### src/rtl/conv_word_fifo.sv
// conv_word_fifo: buffers packed convolution words and reports space/full status back to the packer.
// A write is taken once per rising edge of wr_valid. Reads have one cycle of registered latency.
module conv_word_fifo #(
    parameter int DEPTH  = 16,
    parameter int ADDR_W = 4,
    parameter int DATA_W = 64
) (
    input  logic              clk,
    input  logic              reset,
    input  logic              wr_valid,
    input  logic [DATA_W-1:0] wr_data,
    output logic [1:0]        fifo_status,
    input  logic              rd_en,
    output logic [DATA_W-1:0] rd_data,
    output logic              rd_valid,
    output logic [ADDR_W:0]   count,
    output logic              overflow,
    output logic              underflow
);
    localparam logic [ADDR_W:0] full_cnt = (ADDR_W+1)'(DEPTH);

    logic [DATA_W-1:0] mem [DEPTH];
    logic [ADDR_W-1:0] wr_ptr, rd_ptr;
    logic [ADDR_W:0]   count_nxt;
    logic              wr_valid_d, full, empty, wr_stb, wr_acc, rd_acc;

    assign full      = count == full_cnt;
    assign empty     = count == '0;
    assign wr_stb    = wr_valid & ~wr_valid_d & wr_data[DATA_W-1];
    assign wr_acc    = wr_stb & ~full;
    assign rd_acc    = rd_en & ~empty;
    assign count_nxt = count + {{ADDR_W{1'b0}}, wr_acc} - {{ADDR_W{1'b0}}, rd_acc};

    always_ff @(posedge clk) begin
        if (!reset) begin
            wr_ptr      <= '0;
            rd_ptr      <= '0;
            count       <= '0;
            rd_data     <= '0;
            rd_valid    <= 1'b0;
            overflow    <= 1'b0;
            underflow   <= 1'b0;
            fifo_status <= 2'b00;
            wr_valid_d  <= 1'b0;
        end else begin
            wr_valid_d  <= wr_valid;
            count       <= count_nxt;
            // Registered from the next count so the packer sees full before its next word.
            fifo_status <= (count_nxt == full_cnt) ? 2'b01 : 2'b10;
            rd_valid    <= rd_acc;
            if (wr_acc) wr_ptr <= wr_ptr + 1'b1;
            if (rd_acc) begin
                rd_ptr  <= rd_ptr + 1'b1;
                rd_data <= mem[rd_ptr];
            end
            if (wr_stb & full) overflow <= 1'b1;
            if (rd_en & empty) underflow <= 1'b1;
        end
    end

    always_ff @(posedge clk) begin
        if (reset && wr_acc) mem[wr_ptr] <= wr_data;
    end
endmodule

### config.mk
export PLATFORM = sky130hd
export DESIGN_NAME = conv_word_fifo
export DESIGN_NICKNAME = d
export VERILOG_FILES = /design/src/rtl/conv_word_fifo.sv
export SDC_FILE = /design/constraint.sdc
export NUM_CORES = 1
export LEC_CHECK = 0
export CELL_PAD_IN_SITES_DETAIL_PLACEMENT = 1
export CELL_PAD_IN_SITES_GLOBAL_PLACEMENT = 1
export CORE_MARGIN = 8
export CORE_UTILIZATION = 42
export CTS_CLUSTER_DIAMETER = 100
export CTS_CLUSTER_SIZE = 20
export DETAILED_ROUTE_END_ITERATION = 12
export PLACE_DENSITY_LB_ADDON = 0.15
export SYNTH_ARGS = -nofsm -noshare
export SYNTH_HDL_FRONTEND = slang
export SYNTH_SLANG_ARGS = --single-unit
### constraint.sdc
create_clock -name clk -period 11.66 [get_ports clk]
set_clock_uncertainty 0.15 [all_clocks]
set_input_delay 2.332 -clock clk [delete_from_list [all_inputs] [get_ports clk]]
set_output_delay 2.332 -clock clk [all_outputs]
set_load 0.05 [all_outputs]
# [Yosys cells after proc, flatten, opt, wreduce, memory -nomap -nowiden]
# Memory sizes are Yosys's and may differ from the RTL's. A register that Yosys moved wholly into a read port is not among the register bits.
# Cells that the tools add are included.
[word_totals] n_memories=1 mem_bits_rw=1024 register_bits=19
[memory_table] name="mem" words=16 width=64 read_ports=1 rd_clocked_by_memory_dff=1 write_ports=1 line_no="22" rtl="logic [DATA_W-1:0] mem [DEPTH];"
[classes] mux=3 reduce_logical=3 addsub=4 bitwise=9 n_eq_ne=2
[ops] operator="$eq 5x5->1 const B" count=2
[ops] operator="$add 4x1->4 const B" count=2
[ops] operator="$and 1x1->1" count=6
[ops] operator="$add 5x1->5" count=1
[ops] operator="$logic_not 5->1" count=1
[ops] operator="$sub 5x1->5" count=1
[ops] operator="$not 1->1" count=3
[ops] operator="$mux 1" count=2
[ops] operator="$mux 2" count=1
[ops] operator="$logic_and 1x1->1" count=1
[ops] operator="$logic_not 1->1" count=1

# [Depth between registers and ports, before layout]
# Gate-level depths: netlist of the first run.
[logic_depth] ltp_word=8 ltp_mapped=13 ltp_nobuf=13

# [Worst setup path after synthesis of the first run]
# OpenSTA, ideal clock, no wires.
[synth_timing] path_kind="in2reg" from="input port wr_data[63]" to="memory mem[12][0], enable pin" t_arrival_ps=5562 path_buffers=0 setup_time_ps=487 required_ps=11023 slack_ps=5462 cell_stages=4 path_cell_list="nand3b_1 > nor2_1 > nand2_1 > nor2_1"
[synth_between] elab_chain_len=5
[synth_lines] item="start, declared" line_no="11" rtl="input logic [DATA_W-1:0] wr_data,"
[synth_lines] item="$and 1x1->1" line_no="29" rtl="assign wr_stb = wr_valid & ~wr_valid_d & wr_data[DATA_W-1];"
[synth_lines] item="$and 1x1->1" line_no="30" rtl="assign wr_acc = wr_stb & ~full;"
[synth_lines] item="$logic_and 1x1->1" line_no="62" rtl="if (reset && wr_acc) mem[wr_ptr] <= wr_data;"
[synth_lines] item="$mux 1" line_no="62"
[synth_lines] item="$mux 1 (implied by the code)" line_no="62"
[synth_lines] item="end, declared" line_no="22"
# No other way between the ends.

# [Worst setup path after layout of the first run]
[layout_timing] from="input port wr_data[63]" to="memory mem[14][7], enable pin"
# The elaborated chain is that of the path after synthesis.

==> impl_metrics.json, run 1 <==
{
  "status": "finished clean",
  "hold_path_class": "flip-flop to flip-flop",
  "regToRegEndpoint": "rd_data[10]",
  "path_max_fanout": 35,
  "power.leakage_nw": 13.80,
  "min_to": "underflow",
  "min_from": "underflow",
  "synth_ff_type": "edfxtp_1",
  "dp_hpwl_um": 51200,
  "max-slew-margin-rel_pct": 21.40,
  "worst-path-buf-inv": 2,
  "cts_resized": 0,
  "critPathTopFamily": "simple AND/OR/NAND/NOR gates",
  "grt-ovfl-total": 0,
  "vias_per_cell": 5.552,
  "power_density_nw_per_um2": 186.7,
  "drv_slew": 0,
  "rsz0062_at_grt": "no",
  "portBuffers": 141,
  "final_util_pct": 47.16,
  "ctsHoldBuffers": 0,
  "routedWlPerCell_um": 27.76,
  "grt_first_pass_wirelength_um": 137700,
  "critPathSlowestCell": "nor2_4",
  "path_depth": 6,
  "path_cells": "clkdlybuf4s50_1 > nand3b_1 > nor2_1 > nand2_1 > nor2_4 > buf_4",
  "synth.yosys.seq_area_share_pct": 77.89,
  "num_vias": 18354,
  "syn_inst": 1813,
  "start_kind": "primary input",
  "insertion_delay_ns": 0.67,
  "crit_path_max_incr_delay_ns": 0.94,
  "track_usage_pct": 16.90,
  "synth_area_um2": 41610,
  "drv_cap": 0,
  "top_layer_used": "met5",
  "synth-seq-cells": 1107,
  "reg2reg_from": "rd_ptr[0]",
  "critPathArrivalTime_ns": 5.85,
  "crit_path_end_kind": "flip-flop",
  "worstSetupPathType": "primary input to flip-flop",
  "avgSynthCellArea_um2": 22.95,
  "cts.sinks": 1107,
  "clk_pin_slew_worst_paths_ns": 0.08,
  "cp_data_required_time_ns": 11.80,
  "hold_ws_ns": 0.3242,
  "hold_depth": 1,
  "dr.pass1.iters": 7,
  "root_buffer": "clkbuf_16",
  "drt_iter0_markers": 1310,
  "num_rows": 115,
  "r2r_cells": 6,
  "fin_crit_sh_pct": 48.98,
  "tns_ns": 0,
  "wl_met2_um": 47020,
  "synthesis.nets": 1893,
  "wl_met3_um": 3366,
  "initial_utilization_pct": 42.34,
  "setup_viol": 0,
  "synth-edff-count": 1024,
  "clk_path_buf_depth": 3,
  "core_um2": 98280,
  "rrSetupSlack_ns": 7.57,
  "die_y_um": 330.8,
  "drt_wl_total_um": 91770,
  "area_delta_synth_final_pct": 11.38,
  "fin_crit_ns": 5.711,
  "htree_levels": 2,
  "numCtsBuffers": 61,
  "drcViolationCount": 0,
  "ys_warn_count": 0,
  "ant_nets": 0,
  "synthArstFlopShare_pct": 0,
  "peakVddDrop_uv": 147.8,
  "hold_viol": 0,
  "cts_tree": "yes",
  "antenna_found_initial": 3,
  "wl_met1_um": 39720,
  "drive_above_1_share_pct": 22.45,
  "synth_cell_types": 38,
  "grt_max_degree": 92,
  "gp_congestion": 0.7145,
  "ios": 142,
  "clock.fmax_ghz": 0.1751,
  "post_cts_buffers": 0,
  "grt_pass1_vias": 20735,
  "nets": 2047,
  "dieArea_um2": 109400,
  "worst_slew_pin_slew_ns": 1.179,
  "floorplan.die.width_um": 330.8
}
[Yosys cell counts, types with 2 or more instances]
library cell	number	area share [%]
a21oi_1	4	0.048
a221o_1	64	1.5
and2_1	6	0.090
buf_1	13	0.12
buf_2	18	0.22
buf_4	8	0.14
buf_6	17	0.46
clkbuf_1	39	0.35
dfxtp_1	83	4.0
edfxtp_1	1024	74
ha_1	11	0.33
inv_1	10	0.090
mux2_2	64	1.7
mux2i_1	65	1.6
mux4_2	256	14
nand2_1	4	0.036
nand3_1	4	0.048
nand3b_1	4	0.072
nor2_1	91	0.82
or3_1	2	0.030
xnor2_1	5	0.11
xor2_1	5	0.11
[registers in the layout, summed over array words and instances (netlist names), 2 cells and up]
| signal | cells |
|---|---|
| count | 5 |
| mem | 1024 |
| wr_ptr | 4 |
| rd_ptr | 4 |
| fifo_status | 2 |
| rd_data | 64 |
[final cells by class]
cell class              instances  area (µm²)
fillers                      8758       51930
clock inverters                 4       56.30
well taps                    1287        1610
repair buffers                186        1762
flip-flops and latches       1107       32420
multi-input cells             601        8746
diodes                          1       2.502
inverters                      10       37.54
clock buffers                 110        1710
[report_power, final]
part	internal (W)	switching [W]	leakage [nW]
registers	0.00443	0.000119	9.89
clock network	0.00102	0.00123	0.837
logic	0.000882	0.000981	3.07
total	0.00633	0.00233	13.8
[metrics by stage]
step | setup WS [ns] | power [W] | area, µm² | cells
global route | 5.689 | 0.009023 | 46340 | 3305
floorplan | 5.462 | 0.006011 | 41610 | 1813
global placement | 5.306 | 0.006540 | 44580 | 3191
CTS | 5.873 | 0.008802 | 46340 | 3305
detailed placement | 5.122 | 0.006558 | 44580 | 3191
finish | 5.949 | 0.008653 | 46350 | 3306
[cell families after synthesis]
| kind of cell | share of synthesized area [%] |
|---|---|
| muxes | 17.15 |
| buffers and inverters | 1.380 |
| AOI/OAI and AO/OA | 1.675 |
| xor gates and xnor gates | 0.2105 |
| and+or+nand+nor | 1.314 |
| DFF | 77.89 |
| adders and majority gates | 0.3789 |
[metal layers]
layer / GRT usage [%] / vias to the layer above
li1: - / 7898
met1: 22.35 / 10062
met2: 29.71 / 303
met3: 2.399 / 89
met4: 3.744 / 2
met5: 0 / -
[how the worst max path moves through the flow]
stage / startpoint / end / slack [ns]
after global routing: wr_data[63] / mem[14][1] / 5.69
after floorplan: wr_data[63] / mem[12][0] / 5.46
final: wr_data[63] / mem[14][7] / 5.95
after global placement: wr_data[63] / mem[14][14] / 5.31
after CTS: wr_data[63] / mem[14][1] / 5.87
after detailed placement: wr_data[63] / mem[14][7] / 5.12
[placed cells by master, fill, tap and decap left out, types with 3 or more instances in the layout]
cell,instances
a21oi_1,4
a221o_1,64
and2_1,6
buf_4,44
clkbuf_1,49
clkbuf_16,61
clkdlybuf4s50_1,141
dfxtp_1,80
dfxtp_4,3
edfxtp_1,1024
ha_1,11
inv_1,10
inv_6,3
mux2_2,64
mux2i_1,65
mux4_2,256
nand2_1,4
nand3_1,4
nand3b_1,4
nor2_1,75
nor2_4,17
xnor2_1,5
xor2_1,5
Power figures use the tool's default switching activity.
==> run 2: changes to the inputs <==
==> constraint.sdc (replaced) <==
create_clock -name clk -period 5.6 [get_ports clk]
set_clock_uncertainty 0.15 [all_clocks]
set_input_delay 1.12 -clock clk [delete_from_list [all_inputs] [get_ports clk]]
set_output_delay 1.12 -clock clk [all_outputs]
set_load 0.05 [all_outputs]
==> impl_metrics.json, run 2 (synthesized netlist as in run 1, its figures left out) <==
{
  "cts_resized": 0,
  "track_usage_pct": 16.89,
  "drv_slew": 0,
  "seq_area_um2": 32420,
  "timing.critical_path.from": "wr_data[63]",
  "final_cell_mix": "1,024 x edfxtp_1, 256 x mux4_2, 141 x clkdlybuf4s50_1",
  "ant_nets": 0,
  "p_int_w": 0.01318,
  "antenna_found_initial": 3,
  "pwr-share-clk_pct": 25.7,
  "root_buffer": "clkbuf_16",
  "regToRegEndpoint": "fifo_status[1]",
  "power.leakage_nw": 13.87,
  "grt-ovfl-total": 0,
  "power_density_nw_per_um2": 387.1,
  "dp_hpwl_um": 51030,
  "htree_levels": 2,
  "clock.fmax_ghz": 0.2615,
  "status": "finished clean",
  "drcViolationCount": 0,
  "pwr-share-seq_pct": 52.5,
  "drv_cap": 0,
  "layout_commonest_cell": "edfxtp_1",
  "multi_input_area_um2": 8746,
  "wl_met2_um": 46950,
  "fin_crit_sh_pct": 68.29,
  "peakVddDrop_uv": 265.3,
  "gp_congestion": 0.7005,
  "grt_max_degree": 81,
  "grt_pass1_vias": 20630,
  "worstSetupPathType": "primary input to flip-flop",
  "area_delta_synth_final_pct": 11.93,
  "final_util_pct": 47.39,
  "core_um2": 98280,
  "drt_wl_total_um": 91960,
  "wl_met3_um": 3018,
  "vias_per_cell": 5.545,
  "path_max_fanout": 18,
  "critPathArrivalTime_ns": 4.23,
  "r2r_cells": 11,
  "nets": 2050,
  "worst_slew_pin_slew_ns": 1.077,
  "ctsHoldBuffers": 0,
  "floorplan.die.width_um": 330.8,
  "largest_register_ffs": 1024,
  "rsz0062_at_grt": "no",
  "start_kind": "primary input",
  "fillCellCount": 8651,
  "drive_above_1_share_pct": 22.51,
  "hold_path_class": "flip-flop to flip-flop",
  "tns_ns": 0,
  "regMostFlops": "mem",
  "die_y_um": 330.8,
  "clk_path_buf_depth": 3,
  "top_layer_used": "met5",
  "dieArea_um2": 109400,
  "reg_top3": "mem: 1024 flops, rd_data: 64 flops, count: 5 flops",
  "portBuffers": 141,
  "ios": 142,
  "dp.cells": 3194,
  "cp_data_required_time_ns": 6.01,
  "routedWlPerCell_um": 27.79,
  "num_rows": 115,
  "cts_tree": "yes",
  "dr.pass1.iters": 4,
  "post_cts_buffers": 0,
  "drt_iter0_markers": 1374,
  "rrSetupSlack_ns": 2.09,
  "crit_path_end_kind": "flip-flop",
  "hold_viol": 0,
  "cp-endpoint": "fifo_status[1]",
  "num_vias": 18349,
  "instances_no_fill": 3309,
  "fin_crit_ns": 3.824,
  "clk_pin_slew_worst_paths_ns": 0.09,
  "max-slew-margin-rel_pct": 28.17,
  "reg2reg_from": "count[3]",
  "numCtsBuffers": 61,
  "sw_frac_of_total_pct": 26.91,
  "hold_ws_ns": 0.3393,
  "power_frac_comb_pct": 21.7,
  "grt_first_pass_wirelength_um": 137700,
  "initial_utilization_pct": 42.34,
  "wl_met1_um": 40560,
  "insertion_delay_ns": 0.66,
  "cts.sinks": 1107,
  "p_sw_w": 0.004851,
  "setup_viol": 0
}
[run 2: cell types whose count changed in the layout (fill, tap and decap cells not counted)]
cell | previous run | this run
bufinv_16 | 1 | 0
clkinv_8 | 0 | 1
buf_4 | 44 | 29
clkbuf_1 | 49 | 50
buf_12 | 1 | 19
inv_6 | 3 | 2
[run 2: power by group through the flow]
stage                     Sequential (W)  Clock, W  Combinational [W]
after floorplan                   0.0100         0            0.00248
after global placement           0.00967         0            0.00398
after detailed placement         0.00967         0            0.00401
after CTS                        0.00949   0.00481            0.00403
after global routing             0.00952   0.00504            0.00422
final                            0.00947   0.00464            0.00392
[run 2: worst max-delay path: stages]
cell,delay (ns)
clkdlybuf4s50_1,0.46
buf_4,0.21
nand3b_1,0.14
nor2_1,0.39
inv_1,0.09
ha_1,0.30
inv_1,0.05
ha_1,0.21
fa_1,0.44
xor2_1,0.16
or3_1,0.34
o31a_1,0.32
[run 2: layout make-up]
type | instances | area share [%]
Tap cell | 1287 | 3.457
Multi-Input combinational cell | 601 | 18.78
Antenna cell | 1 | 0.005373
Sequential cell | 1107 | 69.61
Timing Repair Buffer | 189 | 4.314
Clock inverter | 3 | 0.07253
Inverter | 10 | 0.08059
Clock buffer | 111 | 3.680
[run 2: worst min path at each step]
stage,start,to,slack [ns],cells after the start
2_1_floorplan,wr_ptr[1],wr_ptr[1],0.35,2
3_5_place_dp,underflow,underflow,0.33,1
5_1_grt,underflow,underflow,0.37,1
4_1_cts,underflow,underflow,0.35,1
3_3_place_gp,underflow,underflow,0.31,1
6_report,underflow,underflow,0.34,1
[run 2: through the flow]
step	area (µm²)	power, W	worst slack, ns
2_1_floorplan	41610	0.01252	0.6137
3_3_place_gp	44830	0.01364	1.148
3_5_place_dp	44830	0.01369	1.087
4_1_cts	46570	0.01832	1.820
5_1_grt	46580	0.01878	1.624
6_report	46580	0.01803	1.776
[run 2: metal layers]
layer / vias up / GRT usage, %
li1: 7911 / -
met1: 10087 / 23.02
met2: 269 / 29.43
met3: 80 / 2.196
met4: 2 / 3.041
met5: - / 0
==> run 3: changes to the inputs <==
==> constraint.sdc (replaced) <==
create_clock -name clk -period 3.7 [get_ports clk]
set_clock_uncertainty 0.15 [all_clocks]
set_input_delay 0.74 -clock clk [delete_from_list [all_inputs] [get_ports clk]]
set_output_delay 0.74 -clock clk [all_outputs]
set_load 0.05 [all_outputs]
==> impl_metrics.json, run 3 (synthesized netlist as in run 1, its figures left out) <==
{
  "clock.fmax_ghz": 0.3006,
  "track_usage_pct": 17.44,
  "clk_pin_slew_worst_paths_ns": 0.09,
  "crit_path_end_kind": "flip-flop",
  "instances_no_fill": 3336,
  "antenna_found_initial": 5,
  "drt_iter0_markers": 1419,
  "setup_viol": 0,
  "worstSetupPathType": "flip-flop to flip-flop",
  "vias_per_cell": 5.638,
  "dp_slack_ns": -0.06406,
  "grt_pass1_vias": 20789,
  "max-slew-margin-rel_pct": 40.05,
  "die_y_um": 330.8,
  "largest_register_ffs": 1024,
  "initial_utilization_pct": 42.34,
  "critPathArrivalTime_ns": 3.75,
  "floorplan.die.width_um": 330.8,
  "fillCellCount": 8699,
  "cts.sinks": 1107,
  "core_um2": 98280,
  "drv_cap": 0,
  "ant_nets": 0,
  "numCtsBuffers": 61,
  "cts_tree": "yes",
  "fin_crit_ns": 3.327,
  "final_util_pct": 47.88,
  "start_kind": "flip-flop",
  "power.leakage_nw": 14.08,
  "num_rows": 115,
  "hold_ws_ns": 0.3426,
  "reg_top3": "mem: 1024 flops, rd_data: 64 flops, count: 5 flops",
  "final_cell_mix": "1,024 x edfxtp_1, 256 x mux4_2, 141 x clkdlybuf4s50_1",
  "power_density_nw_per_um2": 585.4,
  "htree_levels": 2,
  "nets": 2078,
  "cp_data_required_time_ns": 4.13,
  "insertion_delay_ns": 0.69,
  "worst_slew_pin_slew_ns": 0.8992,
  "num_vias": 18809,
  "dr.pass1.iters": 5,
  "dieArea_um2": 109400,
  "grt_first_pass_wirelength_um": 140800,
  "hold_viol": 0,
  "path_max_fanout": 6,
  "grt_max_degree": 66,
  "clk_path_buf_depth": 3,
  "post_cts_buffers": 0,
  "root_buffer": "clkbuf_16",
  "setup_ws_ns": 0.3728,
  "ios": 142,
  "dp.cells": 3222,
  "ctsHoldBuffers": 0,
  "regMostFlops": "mem",
  "drt_wl_total_um": 95400,
  "peakVddDrop_uv": 390.5,
  "dp_hpwl_um": 52330,
  "routedWlPerCell_um": 28.60,
  "hold_path_class": "flip-flop to flip-flop",
  "gp_congestion": 0.7200,
  "total_power_w": 0.02754,
  "portBuffers": 141,
  "area_delta_synth_final_pct": 13.08,
  "drive_above_1_share_pct": 23.64,
  "fin_crit_sh_pct": 89.92,
  "grt-ovfl-total": 0,
  "drcViolationCount": 0,
  "cts_resized": 0,
  "status": "finished clean",
  "rsz0062_at_grt": "no",
  "layout_commonest_cell": "edfxtp_1",
  "drv_slew": 0
}
-- run 3: cell types whose count changed in the layout (fill, tap and decap cells not counted) --
cell,delta
buf_12,+20
buf_4,+8
clkbuf_1,-3
clkbuf_16,+1
clkinv_4,+1
diode_2,+1
inv_6,-1
-- run 3: per-layer routing --
layer	share of wire, %	routed length (µm)	track usage, %
met4	1.8	1731	3.354
met1	44	41620	23.42
met2	50	48160	30.23
met5	0.028	27	0
met3	4.0	3862	2.858
-- run 3: report_power, final --
group / total (W) / leakage, nW / switching, W / internal (W)
sequential: 0.0143 / 9.89 / 0.000311 / 0.0139
combinational: 0.00618 / 3.35 / 0.00319 / 0.00299
clock: 0.00710 / 0.835 / 0.00393 / 0.00317
-- run 3: worst paths after layout --
kind                                        to         from  slack (ns)  cells after the start
worst max-delay path            fifo_status[1]     count[3]        0.37                     11
worst min register to register     rd_data[55]  rd_data[55]        0.34                      1
worst max register to register  fifo_status[1]     count[3]        0.37                     11
worst min-delay path               rd_data[55]  rd_data[55]        0.34                      1
-- run 3: critical path, stage by stage (launching register included) --
cell	delay, ns
dfxtp_1	0.34
inv_1	0.09
ha_1	0.16
or4b_4	0.51
and2_1	0.21
ha_1	0.27
inv_1	0.05
ha_1	0.21
fa_1	0.43
xor2_1	0.17
or3_1	0.34
o31a_1	0.30
-- run 3: final cells by class --
cell class | instances | area (µm²) | area share, %
clock inverter | 3 | 33.78 | 0.07180
sequential | 1107 | 32420 | 68.91
multi-input combinational | 601 | 8746 | 18.59
antenna | 2 | 5.005 | 0.01064
tap | 1287 | 1610 | 3.422
inverter | 10 | 37.54 | 0.07977
clock buffer | 109 | 1728 | 3.672
timing repair buffer | 217 | 2470 | 5.249
-- run 3: through the flow --
step	cell area [µm²]	TNS (ns)
2_1_floorplan	41650	-185.38
3_3_place_gp	45290	-0.1266
3_5_place_dp	45290	-0.07549
4_1_cts	47050	0
5_1_grt	47050	0
6_report	47050	0
